`src/rtl/arp_pkg.sv`:
```
// Shared ARP/Ethernet constants, field offsets and the fixed-header byte helper.
// Pure definitions: no state, no latency, no flow control.
package arp_pkg;

  localparam logic [15:0] ETHERTYPE_ARP = 16'h0806;
  localparam logic [15:0] HTYPE_ETH     = 16'h0001;
  localparam logic [15:0] PTYPE_IPV4    = 16'h0800;
  localparam logic [7:0]  HLEN_ETH      = 8'h06;
  localparam logic [7:0]  PLEN_IPV4     = 8'h04;
  localparam logic [15:0] OPER_REQ      = 16'h0001;
  localparam logic [15:0] OPER_REP      = 16'h0002;

  localparam int OFF_DST  = 0;
  localparam int OFF_SRC  = 6;
  localparam int OFF_TYPE = 12;
  localparam int OFF_OPER = 20;
  localparam int OFF_SHA  = 22;
  localparam int OFF_SPA  = 28;
  localparam int OFF_THA  = 32;
  localparam int OFF_TPA  = 38;

  typedef enum logic {TX_IDLE, TX_SEND} tx_state_t;

  // Bytes OFF_TYPE..OFF_OPER+1 are identical for request and reply except the opcode.
  function automatic logic [7:0] hdr_byte(input logic [5:0] i, input logic [15:0] oper);
    logic [79:0] hdr;
    hdr      = {ETHERTYPE_ARP, HTYPE_ETH, PTYPE_IPV4, HLEN_ETH, PLEN_IPV4, oper};
    hdr_byte = 8'h00;
    for (int k = 0; k < 10; k++) begin
      if (i == 6'(OFF_TYPE + k)) hdr_byte = hdr[79-8*k -: 8];
    end
  endfunction

endpackage

```
`src/rtl/arp_responder_if.sv`:
```
// RX byte stream (no tready) and TX AXI-Stream reply port of one ARP responder.
// Signals only; the slave modport is the responder's view.
interface arp_responder_if;
  logic [7:0] rx_tdata;
  logic       rx_tvalid;
  logic       rx_tlast;
  logic [7:0] tx_tdata;
  logic       tx_tvalid;
  logic       tx_tlast;
  logic       tx_tready;

  modport master (output rx_tdata, rx_tvalid, rx_tlast, tx_tready,
                  input  tx_tdata, tx_tvalid, tx_tlast);
  modport slave  (input  rx_tdata, rx_tvalid, rx_tlast, tx_tready,
                  output tx_tdata, tx_tvalid, tx_tlast);
endinterface

```
`src/rtl/arp_rx_parser.sv`:
```
// Checks each RX byte against an ARP request for us; req_valid pulses combinationally on the tlast byte.
// No backpressure: every valid byte is consumed; idx advances only on valid bytes.
module arp_rx_parser
  import arp_pkg::*;
(
  input  logic        clk,
  input  logic        reset,
  input  logic [31:0] my_ip,
  input  logic [47:0] my_mac,
  input  logic [7:0]  rx_tdata,
  input  logic        rx_tvalid,
  input  logic        rx_tlast,
  output logic        req_valid,
  output logic [47:0] req_sha,
  output logic [31:0] req_spa
);

  logic [5:0]  idx_q, idx_d;
  logic        bad_q, bad_d;
  logic        bc_bad_q, bc_bad_d;
  logic        uc_bad_q, uc_bad_d;
  logic [47:0] sha_q, sha_d;
  logic [31:0] spa_q, spa_d;
  logic        mism, bc_fail, uc_fail, bad_now;

  always_comb begin
    idx_d     = idx_q;
    bad_d     = bad_q;
    bc_bad_d  = bc_bad_q;
    uc_bad_d  = uc_bad_q;
    sha_d     = sha_q;
    spa_d     = spa_q;
    mism      = 1'b0;
    bc_fail   = bc_bad_q;
    uc_fail   = uc_bad_q;
    bad_now   = bad_q;
    req_valid = 1'b0;
    if (rx_tvalid) begin
      // Destination passes if it is all-broadcast or all-ours; track both alternatives.
      for (int k = 0; k < 6; k++) begin
        if (idx_q == 6'(OFF_DST + k)) begin
          if (rx_tdata != 8'hFF) bc_fail = 1'b1;
          if (rx_tdata != my_mac[47-8*k -: 8]) uc_fail = 1'b1;
        end
      end
      if (idx_q >= 6'(OFF_TYPE) && idx_q < 6'(OFF_SHA) && rx_tdata != hdr_byte(idx_q, OPER_REQ))
        mism = 1'b1;
      for (int k = 0; k < 4; k++) begin
        if (idx_q == 6'(OFF_TPA + k) && rx_tdata != my_ip[31-8*k -: 8]) mism = 1'b1;
        if (idx_q == 6'(OFF_SPA + k)) spa_d[31-8*k -: 8] = rx_tdata;
      end
      for (int k = 0; k < 6; k++) begin
        if (idx_q == 6'(OFF_SHA + k)) sha_d[47-8*k -: 8] = rx_tdata;
      end
      bad_now   = bad_q | mism | (bc_fail & uc_fail);
      req_valid = rx_tlast && !bad_now && (idx_q >= 6'(OFF_TPA + 3));
      if (rx_tlast) begin
        idx_d    = '0;
        bad_d    = 1'b0;
        bc_bad_d = 1'b0;
        uc_bad_d = 1'b0;
      end else begin
        idx_d    = (idx_q == 6'd63) ? idx_q : idx_q + 6'd1;
        bad_d    = bad_now;
        bc_bad_d = bc_fail;
        uc_bad_d = uc_fail;
      end
    end
  end

  always_ff @(posedge clk) begin
    if (reset) begin
      idx_q    <= '0;
      bad_q    <= 1'b0;
      bc_bad_q <= 1'b0;
      uc_bad_q <= 1'b0;
      sha_q    <= '0;
      spa_q    <= '0;
    end else begin
      idx_q    <= idx_d;
      bad_q    <= bad_d;
      bc_bad_q <= bc_bad_d;
      uc_bad_q <= uc_bad_d;
      sha_q    <= sha_d;
      spa_q    <= spa_d;
    end
  end

  assign req_sha = sha_q;
  assign req_spa = spa_q;

endmodule

```
`src/rtl/arp_responder.sv`:
```
// ARP responder: parses RX requests for MYIPADDR and sends a TX_LEN-byte reply starting the cycle after rx tlast.
// TX holds data/last while tx_tready is low; requests arriving while a reply is in flight are dropped and counted.
module arp_responder
  import arp_pkg::*;
#(
  parameter int COUNT_W = 16,
  parameter int TX_LEN  = 60
) (
  input  logic               clk,
  input  logic               reset,
  input  logic [31:0]        MYIPADDR_i,
  input  logic [47:0]        MYMACADDR_i,
  arp_responder_if.slave     bus,
  output logic [COUNT_W-1:0] reply_count,
  output logic [COUNT_W-1:0] busy_drop_count
);

  localparam logic [5:0] LAST = 6'(TX_LEN - 1);

  logic        req_valid;
  logic [47:0] req_sha;
  logic [31:0] req_spa;

  arp_rx_parser u_rx (
    .clk      (clk),
    .reset    (reset),
    .my_ip    (MYIPADDR_i),
    .my_mac   (MYMACADDR_i),
    .rx_tdata (bus.rx_tdata),
    .rx_tvalid(bus.rx_tvalid),
    .rx_tlast (bus.rx_tlast),
    .req_valid(req_valid),
    .req_sha  (req_sha),
    .req_spa  (req_spa)
  );

  tx_state_t           state_q, state_d;
  logic [5:0]          tcnt_q, tcnt_d;
  logic [47:0]         rsha_q, rsha_d, rmac_q, rmac_d;
  logic [31:0]         rspa_q, rspa_d, rip_q, rip_d;
  logic [COUNT_W-1:0]  reply_count_q, reply_count_d;
  logic [COUNT_W-1:0]  drop_count_q, drop_count_d;
  logic [7:0]          tx_byte;

  always_comb begin
    state_d       = state_q;
    tcnt_d        = tcnt_q;
    rsha_d        = rsha_q;
    rspa_d        = rspa_q;
    rip_d         = rip_q;
    rmac_d        = rmac_q;
    reply_count_d = reply_count_q;
    drop_count_d  = drop_count_q;
    unique case (state_q)
      TX_IDLE: begin
        // Identity is latched here so later config writes cannot corrupt this reply.
        if (req_valid) begin
          state_d = TX_SEND;
          tcnt_d  = '0;
          rsha_d  = req_sha;
          rspa_d  = req_spa;
          rip_d   = MYIPADDR_i;
          rmac_d  = MYMACADDR_i;
        end
      end
      TX_SEND: begin
        if (req_valid) drop_count_d = drop_count_q + COUNT_W'(1);
        if (bus.tx_tready) begin
          if (tcnt_q == LAST) begin
            state_d       = TX_IDLE;
            tcnt_d        = '0;
            reply_count_d = reply_count_q + COUNT_W'(1);
          end else begin
            tcnt_d = tcnt_q + 6'd1;
          end
        end
      end
      default: state_d = TX_IDLE;
    endcase
  end

  always_comb begin
    tx_byte = 8'h00;
    for (int k = 0; k < 6; k++) begin
      if (tcnt_q == 6'(OFF_DST + k)) tx_byte = rsha_q[47-8*k -: 8];
      if (tcnt_q == 6'(OFF_SRC + k)) tx_byte = rmac_q[47-8*k -: 8];
      if (tcnt_q == 6'(OFF_SHA + k)) tx_byte = rmac_q[47-8*k -: 8];
      if (tcnt_q == 6'(OFF_THA + k)) tx_byte = rsha_q[47-8*k -: 8];
    end
    for (int k = 0; k < 4; k++) begin
      if (tcnt_q == 6'(OFF_SPA + k)) tx_byte = rip_q[31-8*k -: 8];
      if (tcnt_q == 6'(OFF_TPA + k)) tx_byte = rspa_q[31-8*k -: 8];
    end
    if (tcnt_q >= 6'(OFF_TYPE) && tcnt_q < 6'(OFF_SHA)) tx_byte = hdr_byte(tcnt_q, OPER_REP);
  end

  always_ff @(posedge clk) begin
    if (reset) begin
      state_q       <= TX_IDLE;
      tcnt_q        <= '0;
      rsha_q        <= '0;
      rspa_q        <= '0;
      rip_q         <= '0;
      rmac_q        <= '0;
      reply_count_q <= '0;
      drop_count_q  <= '0;
    end else begin
      state_q       <= state_d;
      tcnt_q        <= tcnt_d;
      rsha_q        <= rsha_d;
      rspa_q        <= rspa_d;
      rip_q         <= rip_d;
      rmac_q        <= rmac_d;
      reply_count_q <= reply_count_d;
      drop_count_q  <= drop_count_d;
    end
  end

  assign bus.tx_tvalid   = (state_q == TX_SEND);
  assign bus.tx_tdata    = bus.tx_tvalid ? tx_byte : 8'h00;
  assign bus.tx_tlast    = bus.tx_tvalid && (tcnt_q == LAST);
  assign reply_count     = reply_count_q;
  assign busy_drop_count = drop_count_q;

endmodule
```
`src/flat_wrapper.sv`:
```
// flat-port wrapper written by rule: the top's interface ports become plain ports
module arp_responder_flat import arp_pkg::*;
#(
  parameter int COUNT_W = 16,
  parameter int TX_LEN  = 60
)
  (clk, reset, MYIPADDR_i, MYMACADDR_i, reply_count, busy_drop_count, bus_rx_tdata, bus_rx_tvalid, bus_rx_tlast, bus_tx_tready, bus_tx_tdata, bus_tx_tvalid, bus_tx_tlast);
  arp_responder_if bus_i ();
  input  logic clk;
  input  logic reset;
  input  logic [31:0] MYIPADDR_i;
  input  logic [47:0] MYMACADDR_i;
  output logic [COUNT_W-1:0] reply_count;
  output logic [COUNT_W-1:0] busy_drop_count;
  input wire logic [$bits(bus_i.rx_tdata)-1:0] bus_rx_tdata;
  input wire logic [$bits(bus_i.rx_tvalid)-1:0] bus_rx_tvalid;
  input wire logic [$bits(bus_i.rx_tlast)-1:0] bus_rx_tlast;
  input wire logic [$bits(bus_i.tx_tready)-1:0] bus_tx_tready;
  output wire logic [$bits(bus_i.tx_tdata)-1:0] bus_tx_tdata;
  output wire logic [$bits(bus_i.tx_tvalid)-1:0] bus_tx_tvalid;
  output wire logic [$bits(bus_i.tx_tlast)-1:0] bus_tx_tlast;
  assign bus_i.rx_tdata = bus_rx_tdata;
  assign bus_i.rx_tvalid = bus_rx_tvalid;
  assign bus_i.rx_tlast = bus_rx_tlast;
  assign bus_i.tx_tready = bus_tx_tready;
  assign bus_tx_tdata = bus_i.tx_tdata;
  assign bus_tx_tvalid = bus_i.tx_tvalid;
  assign bus_tx_tlast = bus_i.tx_tlast;
  arp_responder #(.COUNT_W(COUNT_W), .TX_LEN(TX_LEN)) u_core (.clk(clk), .reset(reset), .MYIPADDR_i(MYIPADDR_i), .MYMACADDR_i(MYMACADDR_i), .bus(bus_i), .reply_count(reply_count), .busy_drop_count(busy_drop_count));
endmodule
```
`config.mk`:
```
export PLATFORM = sky130hd
export DESIGN_NAME = arp_responder_flat
export DESIGN_NICKNAME = d
export VERILOG_FILES = /design/src/rtl/arp_pkg.sv /design/src/rtl/arp_responder_if.sv /design/src/rtl/arp_rx_parser.sv /design/src/rtl/arp_responder.sv /design/src/flat_wrapper.sv
export SDC_FILE = /design/constraint.sdc
export NUM_CORES = 1
export LEC_CHECK = 0
export ABC_CLOCK_PERIOD_IN_PS = 3900
export BUFFER_PORTS_ARGS = -buffer_cell sky130_fd_sc_hd__buf_2
export CORE_UTILIZATION = 29
export CTS_CLUSTER_SIZE = 8
export DETAILED_ROUTE_END_ITERATION = 16
export PLACE_DENSITY = 0.47
export SLEW_MARGIN = 25
export SYNTH_ARGS = -nofsm -noshare
export SYNTH_HDL_FRONTEND = slang
export SYNTH_SLANG_ARGS = --single-unit
```
`constraint.sdc`:
```
create_clock -name clk -period 3.9 [get_ports clk]
set_clock_uncertainty 0.05 [all_clocks]
set_input_delay 0.195 -clock clk [delete_from_list [all_inputs] [get_ports clk]]
set_output_delay 0.195 -clock clk [all_outputs]
set_load 0.01 [all_outputs]
```
==> results by group <==
Global route
  • Vias in the first global route: 14173
  • Antenna violations before repair: 0
  • Largest net degree at the start of global routing: 151
  • First-pass GRT wire length: ~90000 um
  • Grt total ovfl: 0
  • Total Routing Usage GR: 0.223

Critical path
  • Required @ worst endpoint: between 3000 and 4000 ps
  • Critical path type: reg2out
  • Flop-to-flop setup slack: 670 ps
  • Max incr delay on CP: ~580 ps
  • Critical Path Sink Type: output pin
  • Reg2Reg Launch Point: u_core.u_rx.idx_q[1]
  • Worst R2R Path Depth: 10
  • CP arrival: roughly 3600 ps
  • R2R Path End: u_core.rmac_q[14]
  • Worst path slowest cell: dfxtp_1
  • CP Launch Type: flop
  • CP Buf/Inv Count: 3
  • Crit-path max FO: 13
  • Crit-path leading delay family: compound AO/OA/AOI/OAI gates
  • CP Launch Point: u_core.tcnt_q[2]
  • Crit path cell chain: buf_4 -> nor4bb_2 -> buf_4 -> a21oi_1 -> a31oi_1 -> a211oi_1 -> nor4bb_2 -> o221ai_1 -> a21oi_1 -> buf_2

Finish
  • P&R area growth vs syn: 22.1%
  • Final core occ: 0.361
  • Final #Nets: 2098
  • Diodes inserted: 0
  • Final Non-Filler Cells: 2674
  • Layout cells sized above 1: 0.140

STA
  • Fin crit share: 0.979
  • Crit path time final: 3820 ps
  • Worst-Margin Slew: 1020 ps
  • RSZ-0062 raised after global routing: no
  • Slew HR: 0.317
  • Slew Viols, Final: 0
  • FMAX: around 260 MHz
  • Fin. Hold Viols: 0
  • Final Setup Violations: 0
  • Final TNS setup: 0 ps

Placed design
  • Dpl cells: 2537
  • HPWL after DPL: about 41000 um
  • GP Congestion: 0.958
  • I/O Buffers: 134

Yosys
  • Ranking of synthesized cells by area: dfxtp_1 (39%), a21oi_1 (7.9%), nand3_1 (7.4%), o21ai_0 (6.4%), xnor2_1 (4.0%)
  • Synth Flop Type: dfxtp_1
  • Synthesized instance count: 1860
  • Syn_nets: 1964
  • Syn avg cell area: 8.02 um2
  • Post-synth EDFFs: 0
  • Count leader, synth: dfxtp_1
  • Synth top area share: 0.386
  • Cell taking the most area after synthesis: dfxtp_1
  • Sequential share of the synthesized area: 0.386
  • Synth async-reset ratio: 0
  • #FFs+latches synth: 288
  • Netlist cell types: 76
  • Synth cell count leaders: dfxtp_1 (288), a21oi_1 (236), nand3_1 (221)
  • Synthesized cell area: 0.0149 mm2
  • YS warnings: 0

Die
  • Initial Utilization: 0.296
  • Placement Rows: 82
  • CORE AREA: 0.0505 mm2
  • Die Ht: ~230 um
  • I/O Pins: 135
  • Overall die width: 229 um
  • Die ar.: 0.0524 mm2

Clock tree
  • Worst-path clk slew: about 60 ps
  • Post-CTS Setup Inserts: 0
  • Worst-Skew Late Latency: around 570 ps
  • CTS Buffer Depth: 3
  • Cts bufs inserted: 43
  • CTS tree: built
  • Sink Count: between 200 and 300
  • H-tree levels: 2
  • CTS Root Cell: clkbuf_16

Routing
  • Final wirelength: 59800 um
  • Remaining antenna violation count: 0
  • Mean number of vias per cell: between 5 and 6
  • DR DRC count: 0
  • DR iter-0 viols: between 1000 and 1500
  • Avg WL per Cell: 22.4 um
  • First-pass DRT Iterations: 5
  • Via Count: 14905

Pwr
  • Internal power: roughly 5200 uW
  • P per Cell Area: 384 mW/mm2
  • Switching power: around 1700 uW
  • Register share of total power: 0.423
  • VDD IR max: 265 uV
  • Leakage Power: 0.00608 uW
  • Sw frac: 0.249
  • Combinational share of power: 0.085
  • Clock share of power: 0.492

Run status
  • Status: finished clean

Hold path
  • WHS Endpoint: u_core.u_rx.req_spa[14]
  • HP Start: bus_rx_tdata[6]
  • Hold-critical path depth: 3
  • Hold WC Path Type: in2reg

Run
  • Total of max-cap violations: 0
==> cell families after synthesis <==
| family | count (synthesis) | share of synthesized area |
|---|---|---|
| buf+inv | 196 | 0.0597 |
| simple gates | 607 | 0.211 |
| xor+xnor | 97 | 0.0569 |
| compound gates | 592 | 0.230 |
| fa+ha+maj | 11 | 0.00922 |
| mux | 69 | 0.0471 |
| flops | 288 | 0.386 |
==> layer usage <==
metal | track usage | share of wire | wire [um]
met1 | 0.309 | 0.47 | 28000
met2 | 0.355 | 0.45 | 27000
met3 | 0.0366 | 0.059 | 3540
met4 | 0.0594 | 0.023 | 1390
met5 | 0 | 0 | 0
==> layout make-up <==
type | count | area [um2]
repair buffers | 274 | 2030
inverters | 11 | 41.3
well taps | 672 | 841
clock buffers | 48 | 1140
flip-flops and latches | 288 | 5770
clock inverters | 5 | 65.1
fillers | 5254 | 32300
multi-input cells | 1376 | 8350
==> repair_timing <==
item,4_1_cts,5_1_grt
hold buffers,84,0
resized for setup,5,4
gates cloned,0,0
endpoints found under the hold margin,88,0
pin swaps,0,0
endpoints found under the setup margin,6,6
==> worst max path at each step <==
stage | end | slack, ps | cells past startpoint
floorplan | bus_tx_tdata[0] | 1200 | 11
global placement | bus_tx_tdata[2] | 330 | 11
detailed placement | bus_tx_tdata[2] | 350 | 11
CTS | bus_tx_tdata[3] | 70 | 9
global route | bus_tx_tdata[1] | 7 | 10
finish | bus_tx_tdata[2] | 80 | 10
==> registers in the layout (all words and copies together), names as in the netlist <==
signal,cells
u_core.u_rx.idx_q,6
u_core.busy_drop_count,16
u_core.u_rx.bad_q,1
u_core.u_rx.req_spa,32
u_core.rsha_q,48
u_core.tcnt_q,6
u_core.rspa_q,32
u_core.bus.tx_tvalid,1
u_core.u_rx.req_sha,48
u_core.reply_count,16
u_core.u_rx.uc_bad_q,1
u_core.rmac_q,48
u_core.rip_q,32
u_core.u_rx.bc_bad_q,1
==> worst register-to-register path: cells and delay by family (launching register included) <==
family	cells	cell delay, ps
simple gates	1	160
buf+inv	4	1400
fa+ha+maj	1	190
compound gates	4	970
flops	1	360
==> through the flow <==
stage | setup slack [ps] | power (uW) | hold slack, ps | cell area (um2)
after floorplan | 1200 | 3330 | 293 | 14900
after global placement | 328 | 3540 | 394 | 16100
after detailed placement | 350 | 3540 | 397 | 16100
after CTS | 71.3 | 7080 | 83.0 | 18200
after global routing | 7.00 | 7240 | 108 | 18200
final | 83.7 | 6990 | 122 | 18200
==> power groups by stage <==
| stage | clock [uW] | sequential (uW) | combinational (uW) |
|---|---|---|---|
| after CTS | 3540 | 2960 | 587 |
| after detailed placement | 0 | 3020 | 521 |
| after global routing | 3660 | 2950 | 630 |
| final | 3440 | 2960 | 593 |
| after global placement | 0 | 3020 | 523 |
| after floorplan | 0 | 3010 | 316 |
==> cells in the final DEF (no fill, tap or decap), types with 8 or more instances in the layout <==
cell type and count:
a21oi_1 236, o31ai_1 8, ha_1 10, a211oi_1 17, o22ai_1 16, nor2_1 125
nand3_1 220, o211ai_1 10, a22oi_1 17, inv_1 11, buf_2 133, xor2_1 28
nor4_1 8, xnor2_1 69, nand2_1 92, dlygate4sd3_1 84, o221ai_1 13, nand4_1 28
mux2i_1 59, o21ai_0 190, and2_1 14, buf_4 49, nor2b_1 16, clkbuf_16 44
a221oi_1 8, nor3_1 18, dfxtp_1 287, o21ai_1 17, or3_1 11, and3_1 14
a31oi_1 9
Power figures use the tool's default switching activity.
